File: src/rtl/alu_pkg.sv
// Opcodes, issuer FSM states and the command payload layout shared by the issuer and the ALU tile.
// Pure definitions: no latency or flow control of its own.
package alu_pkg;

    localparam logic [2:0] OP_AND = 3'b000;
    localparam logic [2:0] OP_OR  = 3'b001;
    localparam logic [2:0] OP_ADD = 3'b010;
    localparam logic [2:0] OP_SUB = 3'b011;
    localparam logic [2:0] OP_MUL = 3'b100;
    localparam logic [2:0] OP_DIV = 3'b101;

    localparam int CMD_W = 11;

    typedef enum logic [1:0] {
        IDLE,
        WAIT,
        RESP
    } state_t;

    typedef struct packed {
        logic [2:0] op;
        logic [3:0] a;
        logic [3:0] b;
    } cmd_t;

    // Commands the ALU must never see: undefined opcodes and divide by zero.
    function automatic logic cmd_is_err(input cmd_t cmd);
        return (cmd.op[2:1] == 2'b11) || ((cmd.op == OP_DIV) && (cmd.b == 4'd0));
    endfunction

endpackage

File: src/rtl/sync_fifo.sv
// Synchronous first-word-fall-through FIFO with full/empty flags.
// Latency: a pushed word is visible on rd_dat the cycle after the push.
// Backpressure: writes are dropped while full, reads are ignored while empty.
module sync_fifo #(
    parameter int WIDTH = 8,
    parameter int DEPTH = 4
) (
    input  logic             clk,
    input  logic             rst,
    input  logic             wr_vld,
    input  logic [WIDTH-1:0] wr_dat,
    output logic             full,
    input  logic             rd_en,
    output logic [WIDTH-1:0] rd_dat,
    output logic             empty
);

    localparam int PTR_W = (DEPTH > 1) ? $clog2(DEPTH) : 1;

    logic [WIDTH-1:0] mem_q [DEPTH];
    logic [WIDTH-1:0] mem_d [DEPTH];
    logic [PTR_W-1:0] wr_ptr_q, wr_ptr_d;
    logic [PTR_W-1:0] rd_ptr_q, rd_ptr_d;
    logic [PTR_W:0]   cnt_q, cnt_d;
    logic             push;
    logic             pop;

    assign full   = (cnt_q == (PTR_W+1)'(DEPTH));
    assign empty  = (cnt_q == '0);
    assign push   = wr_vld && !full;
    assign pop    = rd_en && !empty;
    assign rd_dat = mem_q[rd_ptr_q];

    always_comb begin
        mem_d    = mem_q;
        wr_ptr_d = wr_ptr_q;
        rd_ptr_d = rd_ptr_q;
        cnt_d    = cnt_q;
        if (push) begin
            mem_d[wr_ptr_q] = wr_dat;
            wr_ptr_d        = wr_ptr_q + 1'b1;
        end
        if (pop) begin
            rd_ptr_d = rd_ptr_q + 1'b1;
        end
        case ({push, pop})
            2'b10:   cnt_d = cnt_q + 1'b1;
            2'b01:   cnt_d = cnt_q - 1'b1;
            default: cnt_d = cnt_q;
        endcase
    end

    always_ff @(posedge clk) begin
        if (rst) begin
            mem_q    <= '{default: '0};
            wr_ptr_q <= '0;
            rd_ptr_q <= '0;
            cnt_q    <= '0;
        end else begin
            mem_q    <= mem_d;
            wr_ptr_q <= wr_ptr_d;
            rd_ptr_q <= rd_ptr_d;
            cnt_q    <= cnt_d;
        end
    end

endmodule

File: src/rtl/alu_cmd_issuer.sv
// Queues host ALU commands, issues them one at a time to the ALU tile and returns tagged results.
// Latency: response valid 3+ALU_LATENCY cycles after acceptance (2 for screened errors).
// Backpressure: cmd_ready drops when the FIFO is full; a response holds until rsp_ready.
module alu_cmd_issuer
    import alu_pkg::*;
#(
    parameter int FIFO_DEPTH  = 4,
    parameter int ALU_LATENCY = 1,
    parameter int TAG_W       = 4
) (
    input  logic             clk,
    input  logic             rst,
    input  logic             cmd_valid,
    output logic             cmd_ready,
    input  logic [2:0]       cmd_op,
    input  logic [3:0]       cmd_a,
    input  logic [3:0]       cmd_b,
    output logic [3:0]       alu_a,
    output logic [3:0]       alu_b,
    output logic [2:0]       alu_op,
    input  logic [7:0]       alu_result,
    output logic             rsp_valid,
    input  logic             rsp_ready,
    output logic [7:0]       rsp_data,
    output logic             rsp_err,
    output logic [TAG_W-1:0] rsp_tag
);

    localparam int FIFO_W = CMD_W + TAG_W;
    localparam int CNT_W  = (ALU_LATENCY > 0) ? $clog2(ALU_LATENCY + 1) : 1;
    localparam logic [CNT_W-1:0] CNT_INIT = CNT_W'(ALU_LATENCY);

    state_t           state_q, state_d;
    logic [CNT_W-1:0] wait_cnt_q, wait_cnt_d;
    logic [TAG_W-1:0] tag_cnt_q, tag_cnt_d;
    logic [3:0]       alu_a_q, alu_a_d;
    logic [3:0]       alu_b_q, alu_b_d;
    logic [2:0]       alu_op_q, alu_op_d;
    logic [7:0]       rsp_data_q, rsp_data_d;
    logic             rsp_err_q, rsp_err_d;
    logic [TAG_W-1:0] rsp_tag_q, rsp_tag_d;

    cmd_t             in_cmd;
    cmd_t             pop_cmd;
    logic [TAG_W-1:0] pop_tag;
    logic [FIFO_W-1:0] fifo_rd_dat;
    logic             fifo_full;
    logic             fifo_empty;
    logic             fifo_pop;
    logic             push;

    assign in_cmd    = {cmd_op, cmd_a, cmd_b};
    assign cmd_ready = !fifo_full && !rst;
    assign push      = cmd_valid && cmd_ready;
    assign {pop_tag, pop_cmd} = fifo_rd_dat;

    // The tag travels with the command so responses carry acceptance order.
    sync_fifo #(
        .WIDTH (FIFO_W),
        .DEPTH (FIFO_DEPTH)
    ) u_cmd_fifo (
        .clk    (clk),
        .rst    (rst),
        .wr_vld (push),
        .wr_dat ({tag_cnt_q, in_cmd}),
        .full   (fifo_full),
        .rd_en  (fifo_pop),
        .rd_dat (fifo_rd_dat),
        .empty  (fifo_empty)
    );

    always_comb begin
        state_d    = state_q;
        wait_cnt_d = wait_cnt_q;
        tag_cnt_d  = tag_cnt_q;
        alu_a_d    = alu_a_q;
        alu_b_d    = alu_b_q;
        alu_op_d   = alu_op_q;
        rsp_data_d = rsp_data_q;
        rsp_err_d  = rsp_err_q;
        rsp_tag_d  = rsp_tag_q;
        fifo_pop   = 1'b0;

        if (push) begin
            tag_cnt_d = tag_cnt_q + 1'b1;
        end

        case (state_q)
            IDLE: begin
                if (!fifo_empty) begin
                    fifo_pop  = 1'b1;
                    rsp_tag_d = pop_tag;
                    if (cmd_is_err(pop_cmd)) begin
                        rsp_data_d = 8'hFF;
                        rsp_err_d  = 1'b1;
                        state_d    = RESP;
                    end else begin
                        alu_a_d    = pop_cmd.a;
                        alu_b_d    = pop_cmd.b;
                        alu_op_d   = pop_cmd.op;
                        wait_cnt_d = CNT_INIT;
                        state_d    = WAIT;
                    end
                end
            end
            WAIT: begin
                if (wait_cnt_q == '0) begin
                    rsp_data_d = alu_result;
                    rsp_err_d  = 1'b0;
                    state_d    = RESP;
                end else begin
                    wait_cnt_d = wait_cnt_q - 1'b1;
                end
            end
            RESP: begin
                if (rsp_ready) begin
                    state_d = IDLE;
                end
            end
            default: state_d = IDLE;
        endcase
    end

    always_ff @(posedge clk) begin
        if (rst) begin
            state_q    <= IDLE;
            wait_cnt_q <= '0;
            tag_cnt_q  <= '0;
            alu_a_q    <= '0;
            alu_b_q    <= '0;
            alu_op_q   <= '0;
            rsp_data_q <= '0;
            rsp_err_q  <= 1'b0;
            rsp_tag_q  <= '0;
        end else begin
            state_q    <= state_d;
            wait_cnt_q <= wait_cnt_d;
            tag_cnt_q  <= tag_cnt_d;
            alu_a_q    <= alu_a_d;
            alu_b_q    <= alu_b_d;
            alu_op_q   <= alu_op_d;
            rsp_data_q <= rsp_data_d;
            rsp_err_q  <= rsp_err_d;
            rsp_tag_q  <= rsp_tag_d;
        end
    end

    assign alu_a     = alu_a_q;
    assign alu_b     = alu_b_q;
    assign alu_op    = alu_op_q;
    assign rsp_valid = (state_q == RESP);
    assign rsp_data  = rsp_data_q;
    assign rsp_err   = rsp_err_q;
    assign rsp_tag   = rsp_tag_q;

endmodule

File: config.mk
export PLATFORM = sky130hd
export DESIGN_NAME = alu_cmd_issuer
export DESIGN_NICKNAME = d
export VERILOG_FILES = /design/src/rtl/alu_pkg.sv /design/src/rtl/sync_fifo.sv /design/src/rtl/alu_cmd_issuer.sv
export SDC_FILE = /design/constraint.sdc
export NUM_CORES = 1
export LEC_CHECK = 0
export BUFFER_PORTS_ARGS = -buffer_cell sky130_fd_sc_hd__buf_2
export CAP_MARGIN = 20
export CORE_ASPECT_RATIO = 1.4
export CORE_MARGIN = 2
export CORE_UTILIZATION = 23
export CTS_CLUSTER_SIZE = 12
export DETAILED_ROUTE_END_ITERATION = 12
export GPL_TIMING_DRIVEN = 1
export PLACE_DENSITY = 0.36
export SYNTH_ARGS = -nofsm -noshare
export SYNTH_HDL_FRONTEND = slang
export SYNTH_SLANG_ARGS = --single-unit
File: constraint.sdc
create_clock -name clk -period 4.2 [get_ports clk]
set_input_delay 0.42 -clock clk [delete_from_list [all_inputs] [get_ports clk]]
set_output_delay 0.42 -clock clk [all_outputs]
set_load 0.03 [all_outputs]
# After elaboration in Yosys (flattened, before gate mapping)
# Index checks and enable logic that the tools add are counted.
# W data, S select, Z words.
# classes
addsub,6
magnitude_cmp,3
eq_ne,12
mux,26
n_bitwise,4
n_reduce_logical,20
# ops
op,n
$bwmux W60,1
$mux W15,3
$bmux W15 S2,1
$demux W15 S2,1
$mux W8,3
$pmux W8 S2,1
$reduce_and A3 Y1,3
$mux W1,8
$mux W2,4
$ne A2 B2 Y1 const B,4
$eq A2 B2 Y1 const B,3
$eq A3 B3 Y1 const B,2
$ge A3 B3 Y1 const B,2
$logic_and A1 B1 Y1,6
$not A2 Y3,2
$pmux W2 S3,1
$pmux W3 S2,1
$add A2 B1 Y2 const B,2
$add A4 B1 Y4 const B,1
$eq A2 B1 Y1 const B,2
$logic_not A4 Y1,1
$pmux W1 S2,2
$reduce_and A4 Y1,1
$reduce_bool A2 Y1,2
other kinds (11),14
# totals
register_bits,98

# Depth between registers and ports, before layout
# depth
ltp_word,10
depth_mapped,10
mapped_depth_nobuf,8

# Modules after synthesis
# Synthesis repeated with hierarchy kept, for this count alone.
# hier_totals
hier_cells,419
area_unflattened_um2,4465.5
# modules_own_cells
module,n_inst,cells_each,area_per_inst_um2,seq_area_each_um2
sync_fifo,1,281,3185.6,1341.3
alu_cmd_issuer,1,138,1280.0,620.6

# Least setup slack after synthesis
# Ideal clock, no wire load.
# synth_path
path_kind,register to register
from,reg u_cmd_fifo.cnt_q[0]
to,reg u_cmd_fifo.cnt_q[2]
setup_time_ps,70
arrival_ps,2454
required_ps,4130
slack_ps,1676
path_stages_with_launch,10
n_path_buf,1
period_less_slack_ps,2524
cell_sequence,dfxtp_1 nor3_1 or3_1 clkbuf_1 inv_1 ha_1 fa_1 xnor2_1 or3_1 a21oi_1
# synth_between
word_cells_on_any_way,16
# synth_rtl
element,line_no,source
start: declaration,sync_fifo.sv:24,"logic [PTR_W:0] cnt_q, cnt_d;"
start signal: assignment,sync_fifo.sv:63,cnt_q <= cnt_d;
$logic_not A3 Y1 (*),sync_fifo.sv:29,assign empty = (cnt_q == '0);
$mux W1 (*),alu_cmd_issuer.sv:90,if (!fifo_empty) begin
$mux W1 (*),alu_cmd_issuer.sv:88,case (state_q)
via fifo_pop,alu_cmd_issuer.sv:49,logic fifo_pop;
$logic_and A1 B1 Y1 (*),sync_fifo.sv:31,assign pop = rd_en && !empty;
$eq A2 B1 Y1 or $eq A2 B2 Y1 (tied branches),sync_fifo.sv:46,"case ({push, pop})"
$pmux W3 S2 or $reduce_bool A2 Y1 (tied branches),n/a,
# The timed path passes the listed nets; every way through them passes the cells marked *.
# A chain may end at the register's enable or synchronous reset.

# Worst setup path in the final report
# layout_path
from,reg u_cmd_fifo.cnt_q[0]
to,reg u_cmd_fifo.cnt_q[2]
# layout_between
elab_chain_cells,7
word_cells_on_any_way,16
# layout_lines
element,line_no,source
$eq A3 B3 Y1,sync_fifo.sv:28,assign full = (cnt_q == (PTR_W+1)'(DEPTH));
$logic_not A1 Y1,"sync_fifo.sv:30, alu_cmd_issuer.sv:53",
$logic_and A1 B1 Y1,alu_cmd_issuer.sv:53,assign cmd_ready = !fifo_full && !rst;
$logic_and A1 B1 Y1,alu_cmd_issuer.sv:54,assign push = cmd_valid && cmd_ready;
$logic_and A1 B1 Y1,sync_fifo.sv:30,assign push = wr_vld && !full;
$eq A2 B1 Y1 or $eq A2 B2 Y1 (tied branches),sync_fifo.sv:46,
$pmux W3 S2 or $reduce_bool A2 Y1 (tied branches),n/a,
# Several ways; a longest one is shown, not always the timed one.

==> impl.org <==
** Worst setup path
- Data on the critical path is required at its endpoint by approximately 4500 ps.
- Along the worst path, the maximum fanout reaches 67.
- The worst setup path is captured at a flop.
- At the worst endpoint, the arrival time is 3270 ps.
- Flop-to-flop setup slack :: between 1000 and 1500 ps
- The worst setup path is launched from a flop.
- The critical path is of the reg2reg type.

** Timing
- Measured against its own limit, the worst slew margin works out to 0.3667.
- Setup violations remaining at the end of the flow were counted as 0.
- For the final database, setup skew stands at between 6 and 7 ps.
- The total count of max-transition violations in the final report was 0.
- RSZ-0062 raised after global routing :: no
- Maximum frequency from static timing analysis :: between 300 and 400 MHz
- At the pin with the least slew margin, the transition time is around 950 ps.
- Setup total negative slack on the finished layout was measured at 0 ps.
- Hold slack final :: ~350 ps
- Ratio of final minimum period to clock period :: 0.7143
- The number of endpoints with negative hold slack in the final report was 0.
- Subtracting the final worst setup slack from the clock period gives 3000 ps.

** Yosys
- The number of nets handed over by synthesis was about 520.
- Area of the mapped netlist :: 0.004272 mm²
- Yosys warning total :: 0
- Synthesized flop and latch total :: between 90 and 100
- Number of enable-type register cells in the synthesized netlist :: 0
- Post-synthesis async set-or-reset flop share :: 0
- Seq/Total Area, Yosys :: 0.4593
- Avg Synthesized Cell Area :: 8.664 µm²
- Number of distinct standard cells referenced by the synthesized netlist :: just over 40
- For this run, the leading register cell type out of synthesis is sky130_fd_sc_hd__dfxtp_1.
- In the synthesized netlist, the number of instances is 493.

** Finish
- The finished layout holds between 700 and 800 standard cells, fillers aside.
- Area of the multi-input gates :: 0.002052 mm²
- Filler cells :: between 1500 and 2000
- Ratio of cells with drive above 1 in the final layout :: 0.1818
- Post-layout net count :: around 550
- Synth-to-layout area growth :: 17.28%
- Number of inserted diodes :: 0
- Flip-flop and latch area :: 0.001962 mm²

** Place
- Detail Placement HPWL :: 7.609 mm
- Gp weighted congestion :: 0.6985
- Buffers placed on the I/O ports in this run total between 40 and 50.
- Dpl cells :: approximately 760

** Route
- Count of antenna-violating nets left after detailed routing :: 0
- The first routing iteration left 270 violations.
- Average routed wire per standard cell :: 15.49 µm
- In the routed layout, each cell is associated on average with a via count of 4.464.
- Sum of routed wire length over all layers :: ~12 mm
- Detailed routing inserted a total of 3446 vias.
- For this run, design rule violations remaining after detail routing come to 0.
- The pre-antenna-repair detailed-routing pass consisted of 4 iterations.

** Global routing
- After global routing the overflow that remains totals 0.
- The number of global-route vias before repair came to approximately 3500.
- Entering global routing, the biggest net connects 87 pins.
- Overall track demand over capacity in global routing :: 0.1261
- The initial antenna violation count came to 0.
- Wire length of the first global-routing pass :: roughly 19 mm

** CTS
- Clock latency on the worst-skew pair :: between 300 and 400 ps
- # resized after CTS :: 0
- The H-tree generated during clock tree synthesis spans 3 levels.
- The number of clock buffers added by TritonCTS is 9.
- Clock sink count :: ~100
- The number of setup buffers added after CTS is 0.
- In this run, post-CTS hold repair placed 0 buffers.
- The cell sitting at the root of the clock tree is a sky130_fd_sc_hd__clkbuf_16.
- Clock-pin slew was measured on the worst setup and hold paths at 70 ps.
- Worst-case clock buffer depth :: 2
- TritonCTS built the clock tree.

** Die
- Height of the die :: 165.3 µm
- Die outline width :: roughly 120 µm
- Standard-cell rows :: 59
- The die covers 0.01969 mm².
- The initial utilization of the core area, before any placement, comes to 0.2324.
- For this design the top-level I/O count stands at roughly 50.
- Core outline area :: ~0.018 mm²

** Pwr
- Static power due to leakage :: 1.780 nW
- Dividing total power by cell area gives a power density of 548.8 mW/mm².
- The design draws 2.749 mW.
- Worst VDD drop :: 0.2141 mV

** Hold path
- Hold crit path type :: in2reg

** Job
- Total of max-cap violations :: 0

** Run status
- The flow ran to the end, and the final reports show no timing, DRC or antenna violations.
==> layer usage <==
metal	up-vias	GRT usage	wire length, µm
met1	1606	0.1538	5179
met5	-	0	0
met2	73	0.2202	6065
li1	1756	-	-
met4	0	0.04870	201
met3	11	0.02335	510
==> cells by family (layout without fill, tap and decap cells) <==
kind of cell    count (synthesis)  count (layout)  share of synthesized area
compound gates                108             108                     0.1412
simple gates                  186             186                     0.2009
mux                            25              25                     0.1034
flops                          98              98                     0.4593
fa+ha+maj                       7               7                    0.02226
buf+inv                        63              98                    0.06063
xor+xnor                        6               6                    0.01230
==> per-stage QoR <==
| step | cell area [µm²] | utilization | worst slack, ps |
|---|---|---|---|
| 5_1_grt | 5010 | 0.2725 | 937.1 |
| 2_1_floorplan | 4272 | - | 1676 |
| 4_1_cts | 5005 | 0.2723 | 1177 |
| 3_3_place_gp | 4721 | 0.2568 | 1030 |
| 6_report | 5010 | 0.2725 | 1200 |
| 3_5_place_dp | 4726 | 0.2571 | 938.8 |
==> sequential cells by signal, indices dropped and copies added, names as in the netlist <==
register	count
rsp_tag	4
state_q	2
u_cmd_fifo.mem_q	60
u_cmd_fifo.rd_ptr_q	2
alu_op	3
alu_a	4
rsp_err	1
tag_cnt_q	4
u_cmd_fifo.cnt_q	3
wait_cnt_q	1
rsp_data	8
u_cmd_fifo.wr_ptr_q	2
alu_b	4
==> final cells by class <==
cell class / instances / area share
Multi-Input combinational cell: 332 / 0.4096
Clock buffer: 10 / 0.04570
Sequential cell: 98 / 0.3916
Inverter: 21 / 0.01573
Timing Repair Buffer: 61 / 0.06643
Tap cell: 244 / 0.06094
Clock inverter: 6 / 0.009990
==> cell usage after synthesis, types with 2 or more instances <==
library cell,count,share of area
sky130_fd_sc_hd__mux2i_1,10,0.023
sky130_fd_sc_hd__a211o_1,2,0.0041
sky130_fd_sc_hd__a21oi_1,85,0.10
sky130_fd_sc_hd__xnor2_1,4,0.0082
sky130_fd_sc_hd__a211oi_1,2,0.0035
sky130_fd_sc_hd__mux4_2,14,0.074
sky130_fd_sc_hd__buf_6,2,0.0053
sky130_fd_sc_hd__buf_2,3,0.0035
sky130_fd_sc_hd__nand3_1,62,0.073
sky130_fd_sc_hd__nand4_1,5,0.0073
sky130_fd_sc_hd__clkbuf_1,28,0.025
sky130_fd_sc_hd__buf_1,8,0.0070
sky130_fd_sc_hd__and2_1,2,0.0029
sky130_fd_sc_hd__inv_1,21,0.018
sky130_fd_sc_hd__ha_1,6,0.018
sky130_fd_sc_hd__nor3b_1,2,0.0035
sky130_fd_sc_hd__nor2_1,8,0.0070
sky130_fd_sc_hd__or3_1,3,0.0044
sky130_fd_sc_hd__nor2b_1,3,0.0044
sky130_fd_sc_hd__dfxtp_1,98,0.46
sky130_fd_sc_hd__o21ai_0,12,0.014
sky130_fd_sc_hd__nand2_1,93,0.082
sky130_fd_sc_hd__xor2_1,2,0.0041
==> final timing paths <==
kind	from	end	depth (start not counted)
max	u_cmd_fifo.cnt_q[0]	u_cmd_fifo.cnt_q[2]	9
min	cmd_a[0]	u_cmd_fifo.mem_q[4]	3
min reg2reg	u_cmd_fifo.mem_q[53]	u_cmd_fifo.mem_q[53]	2
max reg2reg	u_cmd_fifo.cnt_q[0]	u_cmd_fifo.cnt_q[2]	9
==> critical path: stages (launching register included) <==
cell,delay [ps]
sky130_fd_sc_hd__dfxtp_1,440
sky130_fd_sc_hd__or3b_2,240
sky130_fd_sc_hd__and3_2,190
sky130_fd_sc_hd__buf_4,550
sky130_fd_sc_hd__inv_1,210
sky130_fd_sc_hd__ha_1,280
sky130_fd_sc_hd__fa_1,440
sky130_fd_sc_hd__xnor2_1,140
sky130_fd_sc_hd__or3_1,300
sky130_fd_sc_hd__a21oi_1,140
==> cell usage in the layout, fill, tap and decap left out, types with 2 or more instances in the layout <==
master / instances
sky130_fd_sc_hd__dfxtp_1: 98
sky130_fd_sc_hd__nand2_1: 93
sky130_fd_sc_hd__a21oi_1: 85
sky130_fd_sc_hd__nand3_1: 62
sky130_fd_sc_hd__buf_2: 50
sky130_fd_sc_hd__inv_1: 21
sky130_fd_sc_hd__mux4_2: 14
sky130_fd_sc_hd__o21ai_0: 12
sky130_fd_sc_hd__buf_4: 11
sky130_fd_sc_hd__mux2i_1: 10
sky130_fd_sc_hd__clkbuf_16: 9
sky130_fd_sc_hd__nor2_1: 8
sky130_fd_sc_hd__ha_1: 6
sky130_fd_sc_hd__nand4_1: 5
sky130_fd_sc_hd__xnor2_1: 4
sky130_fd_sc_hd__or3_1: 3
sky130_fd_sc_hd__nor2b_1: 3
sky130_fd_sc_hd__and2_1: 2
sky130_fd_sc_hd__a211oi_1: 2
sky130_fd_sc_hd__nor3b_1: 2
sky130_fd_sc_hd__a211o_1: 2
sky130_fd_sc_hd__xor2_1: 2
sky130_fd_sc_hd__clkinv_4: 2
sky130_fd_sc_hd__inv_6: 2
sky130_fd_sc_hd__clkinvlp_4: 2
==> power breakdown <==
part / total [mW] / switching, mW / internal, mW
sequential: 1.13 / 0.114 / 1.02
combinational: 0.827 / 0.516 / 0.311
clock: 0.791 / 0.382 / 0.409
total: 2.75 / 1.01 / 1.74
(Power assumes the default switching activity.)
